## src/rtl/bram_fifo_ctrl.sv

```systemverilog
// bram_fifo_ctrl: FIFO controller that keeps its storage in an external BRAM
// with a one-cycle read latency. Words are written straight into the BRAM on
// accept and prefetched into a 3-entry output buffer so the downstream side
// sees one word per cycle in steady state.
//
// Ports
//   clk, reset            clock, asynchronous active-low reset
//   s_valid/s_ready/s_data upstream stream (accept on s_valid && s_ready)
//   m_valid/m_ready/m_data downstream stream (pop on m_valid && m_ready)
//   w_valid/w_address/w_data    BRAM write port
//   ar_valid/ar_address         BRAM read request
//   r_valid/r_data              BRAM read response, one cycle after ar_valid
//   level                  words held in BRAM + in flight + output buffer
module bram_fifo_ctrl #(
    parameter int unsigned WIDTH = 10,
    parameter int unsigned DEPTH = 10
) (
    input  logic                       clk,
    input  logic                       reset,
    input  logic                       s_valid,
    output logic                       s_ready,
    input  logic [WIDTH-1:0]           s_data,
    output logic                       m_valid,
    input  logic                       m_ready,
    output logic [WIDTH-1:0]           m_data,
    output logic                       w_valid,
    output logic [$clog2(DEPTH)-1:0]   w_address,
    output logic [WIDTH-1:0]           w_data,
    output logic                       ar_valid,
    output logic [$clog2(DEPTH)-1:0]   ar_address,
    input  logic                       r_valid,
    input  logic [WIDTH-1:0]           r_data,
    output logic [$clog2(DEPTH+4)-1:0] level
);

    localparam int unsigned AW = $clog2(DEPTH);
    localparam int unsigned CW = $clog2(DEPTH + 1);
    localparam int unsigned LW = $clog2(DEPTH + 4);

    logic [AW-1:0]    wr_ptr_q, wr_ptr_d;
    logic [AW-1:0]    rd_ptr_q, rd_ptr_d;
    logic [CW-1:0]    mem_count_q, mem_count_d;
    logic [1:0]       inflight_q, inflight_d;
    logic [1:0]       out_count_q, out_count_d;
    logic [LW-1:0]    level_q, level_d;
    logic             armed_q;
    logic [WIDTH-1:0] obuf_q [3];
    logic [WIDTH-1:0] obuf_d [3];

    logic       accept;
    logic       pop;
    logic       r_take;
    logic [2:0] occupied;
    logic [1:0] wr_idx;

    function automatic logic [AW-1:0] next_ptr(input logic [AW-1:0] p);
        return (p == AW'(DEPTH - 1)) ? '0 : p + AW'(1);
    endfunction

    // Handshake and BRAM strobes, all gated only by registered state.
    always_comb begin
        occupied   = {1'b0, out_count_q} + {1'b0, inflight_q};
        s_ready    = (mem_count_q < CW'(DEPTH));
        // No BRAM write while held in reset even though s_ready reads 1.
        accept     = s_valid && s_ready && reset;
        w_valid    = accept;
        w_address  = wr_ptr_q;
        w_data     = s_data;
        ar_valid   = (mem_count_q != '0) && (occupied < 3'd3);
        ar_address = rd_ptr_q;
        m_valid    = (out_count_q != 2'd0);
        m_data     = obuf_q[0];
        pop        = m_valid && m_ready;
        // A response left over from before reset lands in the first cycle after release.
        r_take     = r_valid && armed_q;
        level      = level_q;
    end

    // Counter and pointer next-state.
    always_comb begin
        wr_ptr_d    = accept ? next_ptr(wr_ptr_q) : wr_ptr_q;
        rd_ptr_d    = ar_valid ? next_ptr(rd_ptr_q) : rd_ptr_q;

        mem_count_d = mem_count_q;
        unique case ({accept, ar_valid})
            2'b10:   mem_count_d = mem_count_q + CW'(1);
            2'b01:   mem_count_d = mem_count_q - CW'(1);
            default: mem_count_d = mem_count_q;
        endcase

        inflight_d = inflight_q;
        unique case ({ar_valid, r_take})
            2'b10:   inflight_d = inflight_q + 2'd1;
            2'b01:   inflight_d = inflight_q - 2'd1;
            default: inflight_d = inflight_q;
        endcase

        out_count_d = out_count_q;
        unique case ({r_take, pop})
            2'b10:   out_count_d = out_count_q + 2'd1;
            2'b01:   out_count_d = out_count_q - 2'd1;
            default: out_count_d = out_count_q;
        endcase

        level_d = LW'(mem_count_d) + LW'(inflight_d) + LW'(out_count_d);
    end

    // Output buffer as a shift register: entry 0 is always the oldest word,
    // so m_data holds still while the consumer stalls.
    always_comb begin
        obuf_d = obuf_q;
        wr_idx = out_count_q - {1'b0, pop};
        if (pop) begin
            obuf_d[0] = obuf_q[1];
            obuf_d[1] = obuf_q[2];
        end
        if (r_take && (wr_idx < 2'd3)) begin
            obuf_d[wr_idx] = r_data;
        end
    end

    always_ff @(posedge clk or negedge reset) begin
        if (!reset) begin
            wr_ptr_q    <= '0;
            rd_ptr_q    <= '0;
            mem_count_q <= '0;
            inflight_q  <= 2'd0;
            out_count_q <= 2'd0;
            level_q     <= '0;
            armed_q     <= 1'b0;
        end else begin
            wr_ptr_q    <= wr_ptr_d;
            rd_ptr_q    <= rd_ptr_d;
            mem_count_q <= mem_count_d;
            inflight_q  <= inflight_d;
            out_count_q <= out_count_d;
            level_q     <= level_d;
            armed_q     <= 1'b1;
        end
    end

    // Buffer contents are qualified by out_count and need no reset.
    always_ff @(posedge clk) begin
        obuf_q <= obuf_d;
    end

endmodule

```

## config.mk

```make
export PLATFORM = sky130hd
export DESIGN_NAME = bram_fifo_ctrl
export DESIGN_NICKNAME = d
export VERILOG_FILES = /design/src/rtl/bram_fifo_ctrl.sv
export SDC_FILE = /design/constraint.sdc
export NUM_CORES = 1
export LEC_CHECK = 0
export BUFFER_PORTS_ARGS = -buffer_cell sky130_fd_sc_hd__buf_2
export CAP_MARGIN = 40
export CORE_MARGIN = 3
export CORE_UTILIZATION = 39
export CTS_CLUSTER_SIZE = 8
export DETAILED_ROUTE_END_ITERATION = 8
export SETUP_SLACK_MARGIN = 0.3
export SKIP_CTS_REPAIR_TIMING = 1
export SLEW_MARGIN = 40
export SYNTH_ARGS = -nofsm -noshare
export SYNTH_HDL_FRONTEND = slang
export SYNTH_SLANG_ARGS = --single-unit
```

## constraint.sdc

```tcl
create_clock -name clk -period 4.9 [get_ports clk]
set_input_delay 0.98 -clock clk [delete_from_list [all_inputs] [get_ports clk]]
set_output_delay 0.98 -clock clk [all_outputs]
set_load 0.01 [all_outputs]
```

==> impl_metrics.ini <==
[run_status]
status = finished, final reports clean

[drt]
ant_nets = 0
drcViolationCount = 0
drt_wl_total_mm = 4.11
post_drt_wl_per_cell_um = 12.7
routed_via_density = 4.60
drt_iter0_markers = 67
dr.pass1.iters = 4
vias = 1490

[clocking]
cts-htree-levels = 2
cts_root_buf = clkbuf_8
tritoncts = built
cts_sinks = 51
cts_buffer_depth = 2
insertion_delay_ns = 0.30
numCtsBuffers = 5
clk_pin_slew_ns = 0.09

[global_route]
grt_max_degree = 23
grt_pass1_wl_mm = 6.80
track_usage = 0.116
grt_pass1_vias = 1403
grt_antenna_before_repair = 0
grt-ovfl-total = 0

[final_layout]
drive_gt1_frac = 0.245
final_common_cell = buf_2
nFillCells = 586
layout-area-overhead-vs-synth_pct = 9.93
diodes = 0
mostFrequentLayoutCells = 40 x buf_2, 23 x nand2_1, 21 x dfrtp_1
finalNonFillerCells = 324
nets = 286

[yosys]
async_flop_share = 0.412
synth_cells = 224
synth_edf_count = 10
synth_area_leaders = dfrtp_1 21%, dfxtp_1 16%, edfxtp_1 12%, mux2i_1 8.1%, buf_4 6.1%
yosys_warnings = 0
ys_seq_elements = 51
syn_area_mm2 = 0.00247
synthFlopType = dfrtp_1
syn_nets = 262
ys_seq_area_frac = 0.496
avgSynthCellArea_um2 = 11.0
yosysTopAreaCell = dfrtp_1
ys_types = 35
netlist.area_leader.share = 0.213

[setup_path]
start_kind = flop
crit_slowest_cell = fa_1
critical_path.top_delay_family = adder cells
cp_cell_sequence = ha_1 -> fa_1 -> a21oi_1 -> o41ai_4 -> inv_2 -> ha_1 -> inv_1 -> fa_1 -> mux2_2 -> fa_1 -> inv_1 -> ha_1 -> fa_1 -> xnor2_1 -> xnor2_1
crit_buf_inv = 3
critPathRequiredTime_ns = 5.08
worstPathArrival_ns = 4.30
slowest_delay_ns = 0.53
critPathKind = reg2reg
cpMostUsedCell = fa_1
cp_max_fo = 5
end_kind = flop

[floorplan]
die_h_um = 85.6
rows = 28
dieArea_mm2 = 0.00732
initial_core_util = 0.410
ioPinCount = 61
fp.dieW_um = 85.6
coreArea_mm2 = 0.00603

[timing]
rsz0062_at_grt = no
finClkSkew_ns = 0.00578
max_slew_margin = 0.558
final_hold_viol_count = 0
worst_slew_pin_slew_ns = 0.661
finalSetupViolations = 0
fin_tns_setup_ns = 0
fin_crit_ns = 4.12
period_share = 0.841
maxSlewViolCount = 0
max_freq_mhz = 243

[placement]
dpl.hpwl_mm = 2.92
portBuffers = 40
place_inst = 316
finalWeightedCongestion = 0.778

[hold_path]
hold_class = reg2reg

[flow_run]
maxCapViolCount = 0
[cell usage after synthesis, types with 2 or more instances]
library cell / number
nand2_1: 23
dfrtp_1: 21
buf_4: 20
dfxtp_1: 20
mux2i_1: 20
inv_1: 19
o21ai_0: 18
edfxtp_1: 10
xnor2_1: 10
ha_1: 8
xor2_1: 6
a21oi_1: 5
fa_1: 5
o21ai_1: 5
nand3_1: 4
clkbuf_1: 3
nor2_1: 3
a22o_1: 2
buf_6: 2
mux2_2: 2
nand2_2: 2
nand3b_1: 2
o2bb2ai_1: 2
[per-layer routing]
layer,vias to the layer above,part of all wire,GRT usage
met2,27,0.44,0.171
met5,-,0,0
met4,0,0.010,0.0374
met1,685,0.50,0.169
li1,774,-,-
met3,4,0.043,0.0259
[path summary, 6_finish.rpt]
kind / from / endpoint / slack (ns) / cells after the start
setup / recovery: inflight_q[0]$_DFF_PN0_ / level[3]$_DFF_PN0_ / 0.78 / 15
hold / removal: flop / obuf_q[18]$_DFF_P_ / 0.52 / 2
setup reg to reg: inflight_q[0]$_DFF_PN0_ / level[3]$_DFF_PN0_ / 0.78 / 15
hold reg to reg: flop / obuf_q[18]$_DFF_P_ / 0.52 / 2
max in group asynchronous: reset / mem_count_q[1]$_DFF_PN0_ / 4.01 / 2
min in group asynchronous: reset / armed_q$_DFF_PN0_ / 0.67 / 2
[cell families after synthesis]
family	Yosys count	synth area share
compound gates	34	0.0851
mux	23	0.0962
xor+xnor	16	0.0567
simple gates	40	0.0760
other cells	1	0.00152
fa+ha+maj	13	0.0811
buf+inv	46	0.107
flops	51	0.496
[final cells by class]
| type | instances | area (um2) | share of cell area |
|---|---|---|---|
| clock buffers | 7 | 96.3 | 0.0355 |
| clock inverters | 1 | 7.51 | 0.00276 |
| inverters | 20 | 75.1 | 0.0276 |
| multi-input cells | 127 | 993 | 0.366 |
| flip-flops and latches | 51 | 1230 | 0.452 |
| well taps | 75 | 93.8 | 0.0346 |
| repair buffers | 43 | 223 | 0.0820 |
[worst reg2reg max path, cell delays in order (launching register included)]
cell	delay, ns
dfrtp_1	0.43
ha_1	0.22
fa_1	0.42
a21oi_1	0.25
o41ai_4	0.15
inv_2	0.12
ha_1	0.20
inv_1	0.08
fa_1	0.42
mux2_2	0.30
fa_1	0.53
inv_1	0.04
ha_1	0.19
fa_1	0.38
xnor2_1	0.14
xnor2_1	0.13
[per-stage QoR]
step	hold WS [ns]	util	setup slack, ns	cell area [um2]
6_report	0.515	0.451	0.781	2720
3_3_place_gp	0.487	0.432	0.837	2600
3_5_place_dp	0.499	0.433	0.761	2610
2_1_floorplan	0.482	-	0.894	2470
4_1_cts	0.522	0.451	0.758	2720
5_1_grt	0.534	0.451	0.574	2720
Power is not shown: default switching activity piles up to over one toggle a cycle in this logic, so the estimate is an artifact.
